<file path="src/rtl/apb_pkg.sv">
// apb_pkg: shared FSM state type, default bus widths and select-width helper
package apb_pkg;
  typedef enum logic [1:0] {IDLE, SETUP, ACCESS} apb_state_e;
  localparam int DEF_AW = 32;
  localparam int DEF_DW = 32;
  function automatic int sel_w(input int n);
    return n > 1 ? $clog2(n) : 1;
  endfunction
endpackage

</file>
<file path="src/rtl/apb_addr_decode.sv">
// apb_addr_decode: maps the address select field to a slave index, one-hot select and valid flag
module apb_addr_decode #(
  parameter int NUM_SLV = 2,
  parameter int SEL_W = 1
) (
  input  logic [SEL_W-1:0]   sel_bits,
  output logic [SEL_W-1:0]   idx,
  output logic [NUM_SLV-1:0] sel,
  output logic               valid
);
  always_comb begin
    idx = sel_bits;
    valid = 32'(sel_bits) < NUM_SLV;
    sel = valid ? NUM_SLV'(1) << sel_bits : '0;
  end
endmodule

</file>
<file path="src/rtl/apb_master_nslave.sv">
// apb_master_nslave: APB3 requester for NUM_SLV completers with wait-state timeout,
// error reporting and back-to-back transfers
module apb_master_nslave
  import apb_pkg::*;
#(
  parameter int AW = DEF_AW,
  parameter int DW = DEF_DW,
  parameter int NUM_SLV = 2,
  parameter int SEL_W = sel_w(NUM_SLV),
  parameter int TIMEOUT = 16
) (
  input  logic                  pclk,
  input  logic                  presetn,
  input  logic                  transfer,
  input  logic                  READ_WRITE,
  input  logic [AW-1:0]         apb_write_paddr,
  input  logic [DW-1:0]         apb_write_data,
  input  logic [AW-1:0]         apb_read_paddr,
  output logic                  req_ready,
  output logic [DW-1:0]         apb_read_data_out,
  output logic                  xfer_done,
  output logic                  xfer_err,
  output logic [NUM_SLV-1:0]    psel,
  output logic                  penable,
  output logic                  pwrite,
  output logic [AW-1:0]         paddr,
  output logic [DW-1:0]         pwdata,
  input  logic [NUM_SLV*DW-1:0] prdata,
  input  logic [NUM_SLV-1:0]    pready,
  input  logic [NUM_SLV-1:0]    pslverr
);
  localparam int CW = TIMEOUT > 0 ? $clog2(TIMEOUT + 1) : 1;
  apb_state_e state, state_nx;
  logic [SEL_W-1:0] idx, dec_idx;
  logic [NUM_SLV-1:0] dec_sel;
  logic [CW-1:0] cnt;
  logic [AW-1:0] req_addr;
  logic [DW-1:0] sel_rdata;
  logic dec_ok, dec_pend, accept, complete, timed_out, dec_fire, sel_ready, sel_err;
  apb_addr_decode #(.NUM_SLV(NUM_SLV), .SEL_W(SEL_W)) u_dec (
    .sel_bits(req_addr[AW-1 -: SEL_W]),
    .idx(dec_idx),
    .sel(dec_sel),
    .valid(dec_ok)
  );
  always_comb begin
    req_addr = READ_WRITE ? apb_read_paddr : apb_write_paddr;
    sel_ready = pready[idx];
    sel_err = pslverr[idx];
    sel_rdata = prdata[32'(idx)*DW +: DW];
    timed_out = TIMEOUT != 0 && cnt == CW'(TIMEOUT) && !sel_ready;
    complete = state == ACCESS && (sel_ready || timed_out);
    req_ready = state == IDLE || complete;
    accept = transfer && req_ready;
    dec_fire = state == IDLE && (dec_pend || (accept && !dec_ok));
    state_nx = accept && dec_ok ? SETUP : state == SETUP || (state == ACCESS && !complete) ? ACCESS : IDLE;
  end
  // a bad address accepted on a completion edge reports its error one cycle later via dec_pend
  always_ff @(posedge pclk or negedge presetn) begin
    if (!presetn) begin
      state <= IDLE;
      idx <= '0;
      cnt <= '0;
      dec_pend <= 1'b0;
      psel <= '0;
      penable <= 1'b0;
      pwrite <= 1'b0;
      paddr <= '0;
      pwdata <= '0;
      apb_read_data_out <= '0;
      xfer_done <= 1'b0;
      xfer_err <= 1'b0;
    end else begin
      state <= state_nx;
      penable <= state_nx == ACCESS;
      psel <= accept ? dec_sel : state_nx == IDLE ? '0 : psel;
      cnt <= state == ACCESS && !complete ? cnt + 1'b1 : '0;
      dec_pend <= accept && !dec_ok && (state == ACCESS || dec_pend);
      xfer_done <= complete || dec_fire;
      xfer_err <= complete ? !sel_ready || sel_err : dec_fire;
      if (accept) begin
        pwrite <= ~READ_WRITE;
        paddr <= req_addr;
        pwdata <= apb_write_data;
      end
      if (accept && dec_ok) idx <= dec_idx;
      if (complete && sel_ready && !pwrite) apb_read_data_out <= sel_rdata;
    end
  end
endmodule

</file>
<file path="config.mk">
export PLATFORM = sky130hd
export DESIGN_NAME = apb_master_nslave
export DESIGN_NICKNAME = d
export VERILOG_FILES = /design/src/rtl/apb_pkg.sv /design/src/rtl/apb_addr_decode.sv /design/src/rtl/apb_master_nslave.sv
export SDC_FILE = /design/constraint.sdc
export NUM_CORES = 1
export LEC_CHECK = 0
export CAP_MARGIN = 20
export CORE_UTILIZATION = 43
export CTS_CLUSTER_DIAMETER = 50
export DETAILED_ROUTE_END_ITERATION = 8
export PLACE_DENSITY = 0.87
export SLEW_MARGIN = 20
export SYNTH_ARGS = -nofsm -noshare
export SYNTH_HDL_FRONTEND = slang
export SYNTH_HIERARCHICAL = 1
export SYNTH_SLANG_ARGS = --single-unit
</file>
<file path="constraint.sdc">
create_clock -name pclk -period 3.13 [get_ports pclk]
set_clock_uncertainty 0.1 [all_clocks]
set_input_delay 0.4695 -clock pclk [delete_from_list [all_inputs] [get_ports pclk]]
set_output_delay 0.4695 -clock pclk [all_outputs]
set_load 0.01 [all_outputs]
</file>
### Word-level counts from Yosys, hierarchy flattened

Cells that the tools add are included.

| word-level totals | value |
|---|---|
| output and inout bits | 103 |
| bits in latches | 0 |
| bits of input ports | 168 |
| memories kept | 0 |
| memory bits (writable) | 0 |
| register bits after elaboration | 110 |
| bits in read-only memories | 0 |

| operators by class | value |
|---|---|
| bitwise logic cells | 1 |
| muxes and demuxes | 11 |
| shift-type cells | 2 |
| order comparisons | 1 |
| divide/modulo/power cells | 0 |
| reductions and logical operators | 16 |
| add/sub/neg operators | 1 |
| multipliers | 0 |
| eq/ne operators | 4 |

Operator list:

| operator | number |
|---|---|
| 64-bit by 7-bit indexed part select with 32-bit output | 1 |
| 32-bit 2-to-1 mux | 1 |
| 2-bit 2-to-1 mux | 4 |
| 1-bit logical AND | 6 |
| 5-bit by 1-bit adder with 5-bit output (second input constant) | 1 |
| 5-bit equality test (second input constant) | 1 |
| 1-bit 2-to-1 mux | 5 |
| 5-bit 2-to-1 mux | 1 |
| 2-bit equality test (second input constant) | 2 |
| 2-bit zero test | 2 |
| 1-bit logical OR | 4 |
| 1-bit zero test | 3 |
| 2-bit by 1-bit equality test with 1-bit output (second input constant) | 1 |
| 1-bit by 2-bit < comparator with 1-bit output (second input constant) | 1 |
| 2-bit nonzero test | 1 |
| 1-bit by 1-bit left shift with 2-bit output (first input constant) | 1 |
| 1-bit NOT | 1 |

### Depth between registers and ports, before layout

| logic depth | value |
|---|---|
| depth after elaboration | 14 |
| mapped depth | 7 |

### Hierarchy

Netlist, hierarchy kept.

By module, submodules not included:

| module | area an instance (um^2) | instances | seq. area each (um^2) | cells an instance |
|---|---|---|---|---|
| apb_master_nslave | 5,117.4 | 1 | 2,752.6 | 335 |
| apb_addr_decode | 30.0 | 1 | 0.0 | 5 |

### Least setup slack after synthesis

No wires, ideal clock.

| timing path | value |
|---|---|
| path kind | register to register |
| start | reg cnt[0] |
| end | reg paddr[22] |
| arrival | 1,649 ps |
| library setup time | 128 ps |
| setup slack | 1,253 ps |
| stages on the path, launching flop included | 8 |
| period minus slack after synthesis | 1,877 ps |
| cell sequence | dfrtp_1 -> inv_1 -> ha_1 -> nand4bb_1 -> a31oi_4 -> buf_6 -> buf_6 -> mux2_1 |

| between the ends | value |
|---|---|
| longest elaborated chain between the ends | 6 |

RTL lines:

| item | line | text |
|---|---|---|
| from (decl) | apb_master_nslave.sv:36 | `logic [CW-1:0] cnt;` |
| from (signal assigned) | apb_master_nslave.sv:77 | `cnt <= state == ACCESS && !complete ? cnt + 1'b1 : '0;` |
| 5-bit equality test | apb_master_nslave.sv:51 | `timed_out = TIMEOUT != 0 && cnt == CW'(TIMEOUT) && !sel_ready;` |
| 1-bit logical AND | apb_master_nslave.sv:51 |  |
| 1-bit logical OR | apb_master_nslave.sv:52 | `complete = state == ACCESS && (sel_ready \|\| timed_out);` |
| 1-bit logical AND | apb_master_nslave.sv:52 |  |
| 1-bit logical OR | apb_master_nslave.sv:53 | `req_ready = state == IDLE \|\| complete;` |
| 1-bit logical AND | apb_master_nslave.sv:54 | `accept = transfer && req_ready;` |
| to (signal assigned) | apb_master_nslave.sv:83 | `paddr <= req_addr;` |
| to (decl) | apb_master_nslave.sv:26 | `output logic [AW-1:0] paddr,` |

Every way passes these cells.
A chain may end at the register's enable or synchronous reset.

### Worst setup path in the final report

| timing path | value |
|---|---|
| start | reg cnt[0] |
| end | out req_ready |

| between the ends | value |
|---|---|
| longest elaborated chain between the ends | 5 |

RTL lines:

| item | line | text |
|---|---|---|
| 5-bit equality test | apb_master_nslave.sv:51 |  |
| 1-bit logical AND | apb_master_nslave.sv:51 |  |
| 1-bit logical OR | apb_master_nslave.sv:52 |  |
| 1-bit logical AND | apb_master_nslave.sv:52 |  |
| 1-bit logical OR | apb_master_nslave.sv:53 |  |
| to (decl) | apb_master_nslave.sv:19 | `output logic req_ready,` |

Every way passes these cells.

==> metrics.txt <==
status finished, violations left; failing checks design-rule violations; WP buf/inv 2; Vias/cell 5.11; Max FO, Critical Path 4; Longest Clk Path Bufs 2; Final Hold Viols 0; r2r worst-path depth 5; worst-path cell chain inv_1 -> ha_1 -> nor4bb_1 -> nor3_1 -> nor2_1 -> clkdlybuf4s50_1; TritonCTS clock tree done; Min-Delay Path Class in -> async; core area 11,600 µm²; normalized max-slew margin 49.5%; Worst Setup EP req_ready; sequential fraction of the synthesis area 53.5%; largest area contributor in the netlist dfrtp_1; Worst Hold Slack 0.0971 ns; reg2reg setup slack 0.94 ns; RR Startpoint idx; WP depth 6; commonest non-fill, non-tap cells in the layout clkdlybuf4s50_1 (269), mux2_2 (134), dfrtp_1 (110); Mapped Nets 510; Starting Density 44.5%; postcts setup bufs 0; worst flop-to-flop path endpoint paddr[2]; clk sink count 110; Setup crit end kind output port; largest net degree at the start of global routing 61; Yosys top cell area share 53.5%; clk root buf clkbuf_16; Synth area leaders dfrtp_1 (53%), mux2_2 (29%), mux2_4 (7.6%); initial antenna violation count 0; final WL 13.5 mm; drt first pass iters 6; Pwr Density 648 nW/µm²; most common cell after layout, fill and taps aside clkdlybuf4s50_1; flops & latches, synth 110; IO Pins 271; Mapped Area 5150 µm²; Fmax 0.339 GHz; Starting DRT DRC Count 121; fillcell total 813; syn_area_per_cell 15.1 µm²; worst slew pin tran 0.758 ns; first-pass GRT wire length 21.2 mm; cts hold-fix bufs 0; CP arrival 2.38 ns; share of layout cells above drive strength 1 30.4%; placer congestion estimate 0.781; buffers added on ports 270; fin. max-slew vios 0; # rows 39; Min Clock Period, post-route 2.95 ns; vias in the first global route 4,343; Worst EP required 2.56 ns; Tcrit/Tclk final 94.3%; detailed-route via count 3,842; Lkg Pwr 0.00340 µW; RSZ-0062 raised after global routing no; Max stage delay on crit path 0.58 ns; clk_lat worst skew 0.33 ns; Setup crit start cnt[0]; setup_tns 0 ns; Yosys warning count 6; Reg clk slew, reported paths 0.07 ns; Startpoint Class register; Residual DRC 40; fin nets 776; antenna diode count 0; HPWL reported at the end of detailed placement 10.3 mm; GRT Total Usage 21.9%; Num CTS Buffers 9; # Max-Cap Violations 0; Final setup viols 0; H-tree levels 3; critical path type reg -> out; Die X 111 µm; kind of cell adding the most delay to the critical path simple AND/OR/NAND/NOR gates; Synth Instances 340; Die Ht 111 µm; post-synth cell types 34; Peak VDD IR 0.304 mV; Slowest cell on crit path clkdlybuf4s50_1; Layout area overhead 60.2%; post_cts resized 0; die area 12,400 µm²; grt ovf 0; Final ANT Viol Nets 0; Avg WL per Cell 17.9 µm
how the worst min path moves through the flow:
stage	from	end	slack [ns]	cells past startpoint
2_1_floorplan	presetn	apb_read_data_out[0]	0.07	0
3_3_place_gp	paddr[22]	paddr[22]	0.37	1
3_5_place_dp	apb_read_data_out[2]	apb_read_data_out[2]	0.38	1
4_1_cts	presetn	paddr[20]	0.12	1
5_1_grt	presetn	paddr[17]	0.15	1
6_report	presetn	paddr[17]	0.1	1
layer usage:
metal	wire [µm]	vias up	GRT usage, %
li1	-	1742	-
met1	4700	1893	22.1
met2	7310	177	41.6
met3	1120	30	5.93
met4	344	0	10.2
met5	0	-	0
report_power, final:
group	switching (µW)	internal, µW
Combinational	778	1410
Sequential	227	1840
Clock	481	611
stage by stage:
stage	cell area (µm²)	std cells	total power, µW	setup WS (ns)	utilization (%)
after floorplan	5150	340	3030	1.25	-
after global placement	7970	738	4210	0.431	68.9
after detailed placement	7970	738	4300	0.345	68.9
after CTS	8250	752	5410	0.209	71.3
after global routing	8250	752	5600	0.0795	71.3
final	8250	752	5340	0.177	71.3
cell families after synthesis:
family          synth area share [%]
compound gates                  1.82
xor+xnor                       0.511
fa+ha+maj                      0.486
buf+inv                         3.45
flops                           53.5
mux                             38.0
other cells                   0.0729
simple gates                    2.21
flip-flops by register name, summed over array words and instances (netlist names), 2 cells and up:
name               cells
pwdata                32
apb_read_data_out     32
cnt                    5
paddr                 32
psel                   2
layout make-up:
class	instances	area (µm²)	share of cell area [%]
Timing Repair Buffer	277	2780	33.7
Clock inverter	4	50.0	0.607
Tap cell	143	179	2.17
Clock buffer	10	229	2.78
Sequential cell	110	2750	33.4
Multi-Input combinational cell	199	2220	27.0
Inverter	9	33.8	0.410
synthesized netlist by cell type:
cell       number
inv_1           9
a22o_1          2
a31oi_4         1
mux2i_4         1
clkbuf_1        6
nor3_2          1
conb_1          1
a2111oi_0       1
nand4bb_1       1
nor2b_1         1
buf_6           4
mux2_1          2
mux2i_1         1
buf_4           7
nand3_1         2
nand2_1         1
dfrtp_1       110
a21oi_1         1
buf_1           1
nor3_1          6
xnor2_1         1
a211oi_1        2
mux2_4         26
or2_2           1
xor2_1          2
nor2_1          2
nor4bb_1        1
mux2_2        134
o32ai_1         1
buf_2           4
a311o_1         1
o31ai_1         1
nand2b_1        3
ha_1            2
(Power assumes the default switching activity.)
